### src/rtl/ir_promediador.sv
// ir_promediador: windowed average of IR discharge samples with hysteresis
// obstacle detection, stalled-sensor watchdog and a sticky new-data flag.
module ir_promediador #(
  parameter int unsigned LOG2_N     = 3,
  parameter logic [7:0]  UMBRAL_ON  = 8'd40,
  parameter logic [7:0]  UMBRAL_OFF = 8'd30,
  parameter logic [15:0] TIMEOUT    = 16'd40000
) (
  input  logic       clk,
  input  logic       rst,
  input  logic       descarga,
  input  logic [7:0] distancia,
  input  logic       rd_ack,
  output logic [7:0] distancia_prom,
  output logic       valido,
  output logic       obstaculo,
  output logic       dato_nuevo,
  output logic       falla
);

  localparam int unsigned N  = 1 << LOG2_N;
  localparam int unsigned SW = 8 + LOG2_N;
  localparam logic [LOG2_N:0] N_CNT = (LOG2_N + 1)'(N);

  typedef enum logic [1:0] {LLENANDO, ACTIVO, FALLA} estado_t;

  estado_t           estado;
  logic [7:0]        muestras [N];
  logic [LOG2_N-1:0] ptr;
  logic [SW-1:0]     suma;
  logic [LOG2_N:0]   cuenta;
  logic [15:0]       wd;
  logic              descarga_q;
  logic              calc;
  logic              strobe;
  logic [7:0]        avg;

  // Rising edge of the discharge pulse and the truncated window average
  always_comb begin
    strobe = descarga & ~descarga_q;
    avg    = suma[SW-1:LOG2_N];
  end

  // Circular sample buffer, running sum, write pointer and fill counter
  always_ff @(posedge clk or negedge rst) begin
    if (!rst) begin
      for (int unsigned i = 0; i < N; i++) muestras[i] <= '0;
      suma   <= '0;
      ptr    <= '0;
      cuenta <= '0;
    end else if (strobe) begin
      if (estado == FALLA) begin
        // Restart the window with this sample as the first one
        for (int unsigned i = 0; i < N; i++) muestras[i] <= '0;
        muestras[0] <= distancia;
        suma        <= SW'(distancia);
        ptr         <= LOG2_N'(1);
        cuenta      <= (LOG2_N + 1)'(1);
      end else begin
        muestras[ptr] <= distancia;
        suma          <= suma - SW'(muestras[ptr]) + SW'(distancia);
        ptr           <= ptr + 1'b1;
        if (cuenta != N_CNT) cuenta <= cuenta + 1'b1;
      end
    end
  end

  // State machine, watchdog and registered outputs
  always_ff @(posedge clk or negedge rst) begin
    if (!rst) begin
      estado         <= LLENANDO;
      wd             <= '0;
      descarga_q     <= 1'b0;
      calc           <= 1'b0;
      distancia_prom <= '0;
      valido         <= 1'b0;
      obstaculo      <= 1'b0;
      dato_nuevo     <= 1'b0;
      falla          <= 1'b0;
    end else begin
      descarga_q <= descarga;
      calc       <= 1'b0;
      valido     <= calc;

      if (strobe) wd <= '0;
      else if (wd != '1) wd <= wd + 1'b1;

      if (calc) begin
        distancia_prom <= avg;
        if (avg >= UMBRAL_ON) obstaculo <= 1'b1;
        else if (avg < UMBRAL_OFF) obstaculo <= 1'b0;
      end

      // An ack seen while valido is high refers to the previous result, so it
      // must not clear the flag that result has just set.
      if (calc) dato_nuevo <= 1'b1;
      else if (rd_ack && !valido) dato_nuevo <= 1'b0;

      case (estado)
        LLENANDO: begin
          if (strobe) begin
            if (cuenta == N_CNT - 1'b1) begin
              estado <= ACTIVO;
              calc   <= 1'b1;
            end
          end else if (wd >= TIMEOUT) begin
            estado    <= FALLA;
            falla     <= 1'b1;
            obstaculo <= 1'b1;
          end
        end
        ACTIVO: begin
          if (strobe) begin
            calc <= 1'b1;
          end else if (wd >= TIMEOUT) begin
            estado    <= FALLA;
            falla     <= 1'b1;
            obstaculo <= 1'b1;
          end
        end
        FALLA: begin
          obstaculo <= 1'b1;
          if (strobe) begin
            estado <= LLENANDO;
            falla  <= 1'b0;
          end
        end
        default: estado <= LLENANDO;
      endcase
    end
  end

endmodule

### config.mk
export PLATFORM = sky130hd
export DESIGN_NAME = ir_promediador
export DESIGN_NICKNAME = d
export VERILOG_FILES = /design/src/rtl/ir_promediador.sv
export SDC_FILE = /design/constraint.sdc
export NUM_CORES = 1
export LEC_CHECK = 0
export CORE_MARGIN = 2
export CORE_UTILIZATION = 50
export CTS_BUF_LIST = sky130_fd_sc_hd__clkbuf_16
export DETAILED_ROUTE_END_ITERATION = 12
export PLACE_DENSITY = 0.68
export SYNTH_ARGS = -nofsm -noshare
export SYNTH_HDL_FRONTEND = slang
export SYNTH_SLANG_ARGS = --single-unit
### constraint.sdc
create_clock -name clk -period 4 [get_ports clk]
set_input_delay 0.8 -clock clk [delete_from_list [all_inputs] [get_ports clk]]
set_output_delay 0.8 -clock clk [all_outputs]
set_load 0.02 [all_outputs]
==> run_results.csv <==
group,metric,value,unit
cts,htreeDepth,4,
global_routing,grt-ovfl-total,0,
place,place_area,6310,um^2
cts,path_clk_slew,0.06,ns
routing,ant_nets,0,
sta,rsz0062_at_grt,"no",
finish,final_nets,606,
worst_setup_path,cp-end-kind,"flip-flop",
sta,hold_viol,0,
place,gp_congestion,0.836,
yosys,syn_inst,535,
sta,worstMarginPinSlew,1.06,ns
global_routing,grt_use_total,24.9,%
sta,maxSlewHeadroom,29.0,%
flow_run,maxCapViolations,0,
worst_setup_path,regToRegSetupSlack,0.45,ns
routing,dr.pass1.iters,5,
finish,n_antenna_cell,0,
worst_setup_path,cp.arrival,3.81,ns
cts,post-cts-setup-buffers,0,
power_and_ir_drop,powerDensity,915,nW/um^2
yosys,ys_seq_area_share,48.5,%
global_routing,grt_pass1_wl,24000,um
place,port_buffers,23,
worst_setup_path,path_delay_family,"adder cells",
run_status,outcome,"complete, no violations",
cts,cts.sinks,114,
sta,whs,0.468,ns
sta,post-route-min-period,3.55,ns
worst_setup_path,path_cells,"mux4_2, nand2_1, nand2_1, fa_1, inv_1, fa_1, a21oi_1, o211ai_1, a41oi_1, xnor2_1, o22ai_1",
cts,root_buffer,"clkbuf_16",
worst_setup_path,critPathMaxStageDelay,0.87,ns
worst_setup_path,crit_start,"ptr[2]",
yosys,syn_nets,572,
place,dpl.hpwl,9700,um
worst_setup_path,crit_buf_inv,1,
sta,clock.fmax,0.281,GHz
cts,insertion_delay,0.42,ns
die,design.portCount,24,
yosys,synth_edf_count,0,
cts,numCtsBuffers,17,
die,die_area,12700,um^2
die,num_rows,39,
worst_setup_path,cpMaxStageDelayCell,"dfrtp_1",
yosys,synth_area_leader_cell,"dfrtp_1",
finish,areaGrowthSynthToFinish,17.0,%
global_routing,grt_pass1_vias,4535,
routing,drt_wl_total,14200,um
sta,final_max_slew_viol_count,0,
worst_setup_path,cp-start-kind,"flip-flop",
yosys,yosysWarnings,0,
hold_path,min_path_type,"input port to async pin",
cts,clk_path_buf_depth,2,
finish,drive_gt1_share,15.8,%
yosys,synth_flop_cell,"dfrtp_1",
worst_setup_path,r2r_end,"suma[10]",
yosys,synthArstFlopShare,100,%
yosys,synth_area,5890,um^2
routing,viasPerCell,6.02,
yosys,yosys-top-cells-area,"dfrtp_1, a22o_1, mux4_2",
power_and_ir_drop,ir_drop,548,uV
die,die_x,113,um
worst_setup_path,crit_required,4.26,ns
routing,route.detailed.drc,0,
finish,finalInstanceArea,6890,um^2
die,die_y,113,um
die,coreArea,11500,um^2
worst_setup_path,crit_type,"flip-flop to flip-flop",
worst_setup_path,reg2regPathDepth,11,
sta,finalSetupTns,0,ns
routing,via_count,4362,
worst_setup_path,cp_num_cells,11,
worst_setup_path,endpoint,"suma[10]",
yosys,avgSynthCellArea,11.0,um^2
global_routing,grt_max_degree,69,
sta,fin_worst_skew,0.00605,ns
yosys,ys_types,60,
yosys,post-synth-top-area-fraction,48.5,%
sta,timing.final.crit_share,88.8,%
die,start_util,51.3,%
cts,hold_buffers,0,
yosys,ys_ff_latch,114,
power_and_ir_drop,cellLeakagePower,3.22,nW
worst_setup_path,r2r-start,"ptr[2]",
routing,wire_per_inst,19.5,um
routing,drt_iter0_drc,264,
sta,setup_viol,0,
global_routing,grt_antenna_before_repair,0,
cts,cts_tree,"done",
worst_setup_path,crit_path_max_fanout,21,
cts,cts_resized,0,
placed cells by master, fill, tap and decap left out, types with 3 or more instances in the layout:
cell type        synthesis  layout
clkinv_2                 0       6
nand2b_1                 8       8
xnor2_1                 11      11
fa_1                     8       8
nor3_4                   3       3
clkbuf_16                0      17
nand2_1                 56      56
a31oi_1                  8       8
o31ai_1                  4       4
clkinv_1                 1       3
buf_4                    2      20
ha_1                    17      17
o21ai_0                 30      30
a22o_1                  59      59
o21ai_1                  5       5
o22ai_1                  3       3
bufinv_16                0       3
mux2_2                  13      13
nor2_1                  17      17
nand4_1                  6       6
nand3_1                  8       8
a21oi_1                 19      19
mux4_2                  12      12
nor2_2                   3       3
nor3_1                  10      10
clkdlybuf4s50_1          0      22
dfrtp_1                114     114
mux2i_1                  8       8
inv_1                   41      43
kinds of logic after synthesis:
| family | count (synthesis) | synth area share (%) |
|---|---|---|
| adders and majority gates | 25 | 6.33 |
| DFF | 114 | 48.5 |
| muxes | 33 | 8.44 |
| buffers and inverters | 70 | 4.91 |
| and+or+nand+nor | 130 | 11.8 |
| AOI/OAI and AO/OA | 150 | 18.2 |
| xor gates and xnor gates | 13 | 1.93 |
state kept, by name, summed over array words and instances, names as in the netlist:
signal and count:
estado 2, wd 16, suma 11, descarga_q 1
obstaculo 1, calc 1, falla 1, cuenta 4
muestras 64, distancia_prom 8, valido 1, dato_nuevo 1
ptr 3
where the power goes:
part | switching (W) | total, W | leakage, nW | internal, W
registers | 0.000344 | 0.00195 | 1.44 | 0.00161
clock network | 0.000525 | 0.00148 | 0.289 | 0.000959
logic | 0.00147 | 0.00286 | 1.49 | 0.00140
worst min path at each step:
stage	from	endpoint	slack, ns	cells past startpoint
after global routing	muestras[63]	muestras[63]	0.50	2
after global placement	muestras[59]	muestras[59]	0.46	2
after CTS	muestras[63]	muestras[63]	0.48	2
after floorplan	calc	valido	0.37	0
final	rst	muestras[53]	0.47	1
after detailed placement	muestras[63]	muestras[63]	0.47	2
synthesized netlist by cell type (3+ instances only):
cell and count:
inv_1 41, clkbuf_1 13, dfrtp_1 114, mux4_2 12
nand2b_1 8, nor3_4 3, nand2_1 56, ha_1 17
nand3_1 8, o22ai_1 3, nand4_1 6, a21oi_1 19
fa_1 8, nor3_1 10, mux2i_1 8, xnor2_1 11
o31ai_1 4, buf_2 9, o21ai_1 5, o21ai_0 30
a22o_1 59, a31oi_1 8, mux2_2 13, nor2_1 17
nor2_2 3
worst register-to-register path: stages (launching register included):
cell	delay (ns)
dfrtp_1	0.87
mux4_2	0.41
nand2_1	0.08
nand2_1	0.07
fa_1	0.49
inv_1	0.08
fa_1	0.47
a21oi_1	0.23
o211ai_1	0.19
a41oi_1	0.28
xnor2_1	0.14
o22ai_1	0.09
layer usage:
metal	up-vias	track usage, %	part of all wire [%]
met5	-	0	0
met4	0	11.5	2.5
met3	30	6.80	7.2
met2	150	37.1	46
met1	2173	34.2	44
li1	2009	-	-
through the flow:
step	util, %	worst slack (ns)	power [W]	std cells
after CTS	60.1	0.476	0.00631	725
after global routing	60.1	0.208	0.00678	725
after floorplan	-	0.736	0.00403	535
final	60.1	0.447	0.00630	725
after detailed placement	55.0	0.451	0.00476	693
after global placement	55.0	0.501	0.00465	693
final cells by class:
cell class	count	area [um^2]
fill	920	4580
sequential	114	2850
multi-input combinational	351	2750
clock buffer	17	425
timing repair buffer	42	370
tap	143	179
inverter	43	161
clock inverter	15	150
(Power assumes the default switching activity.)
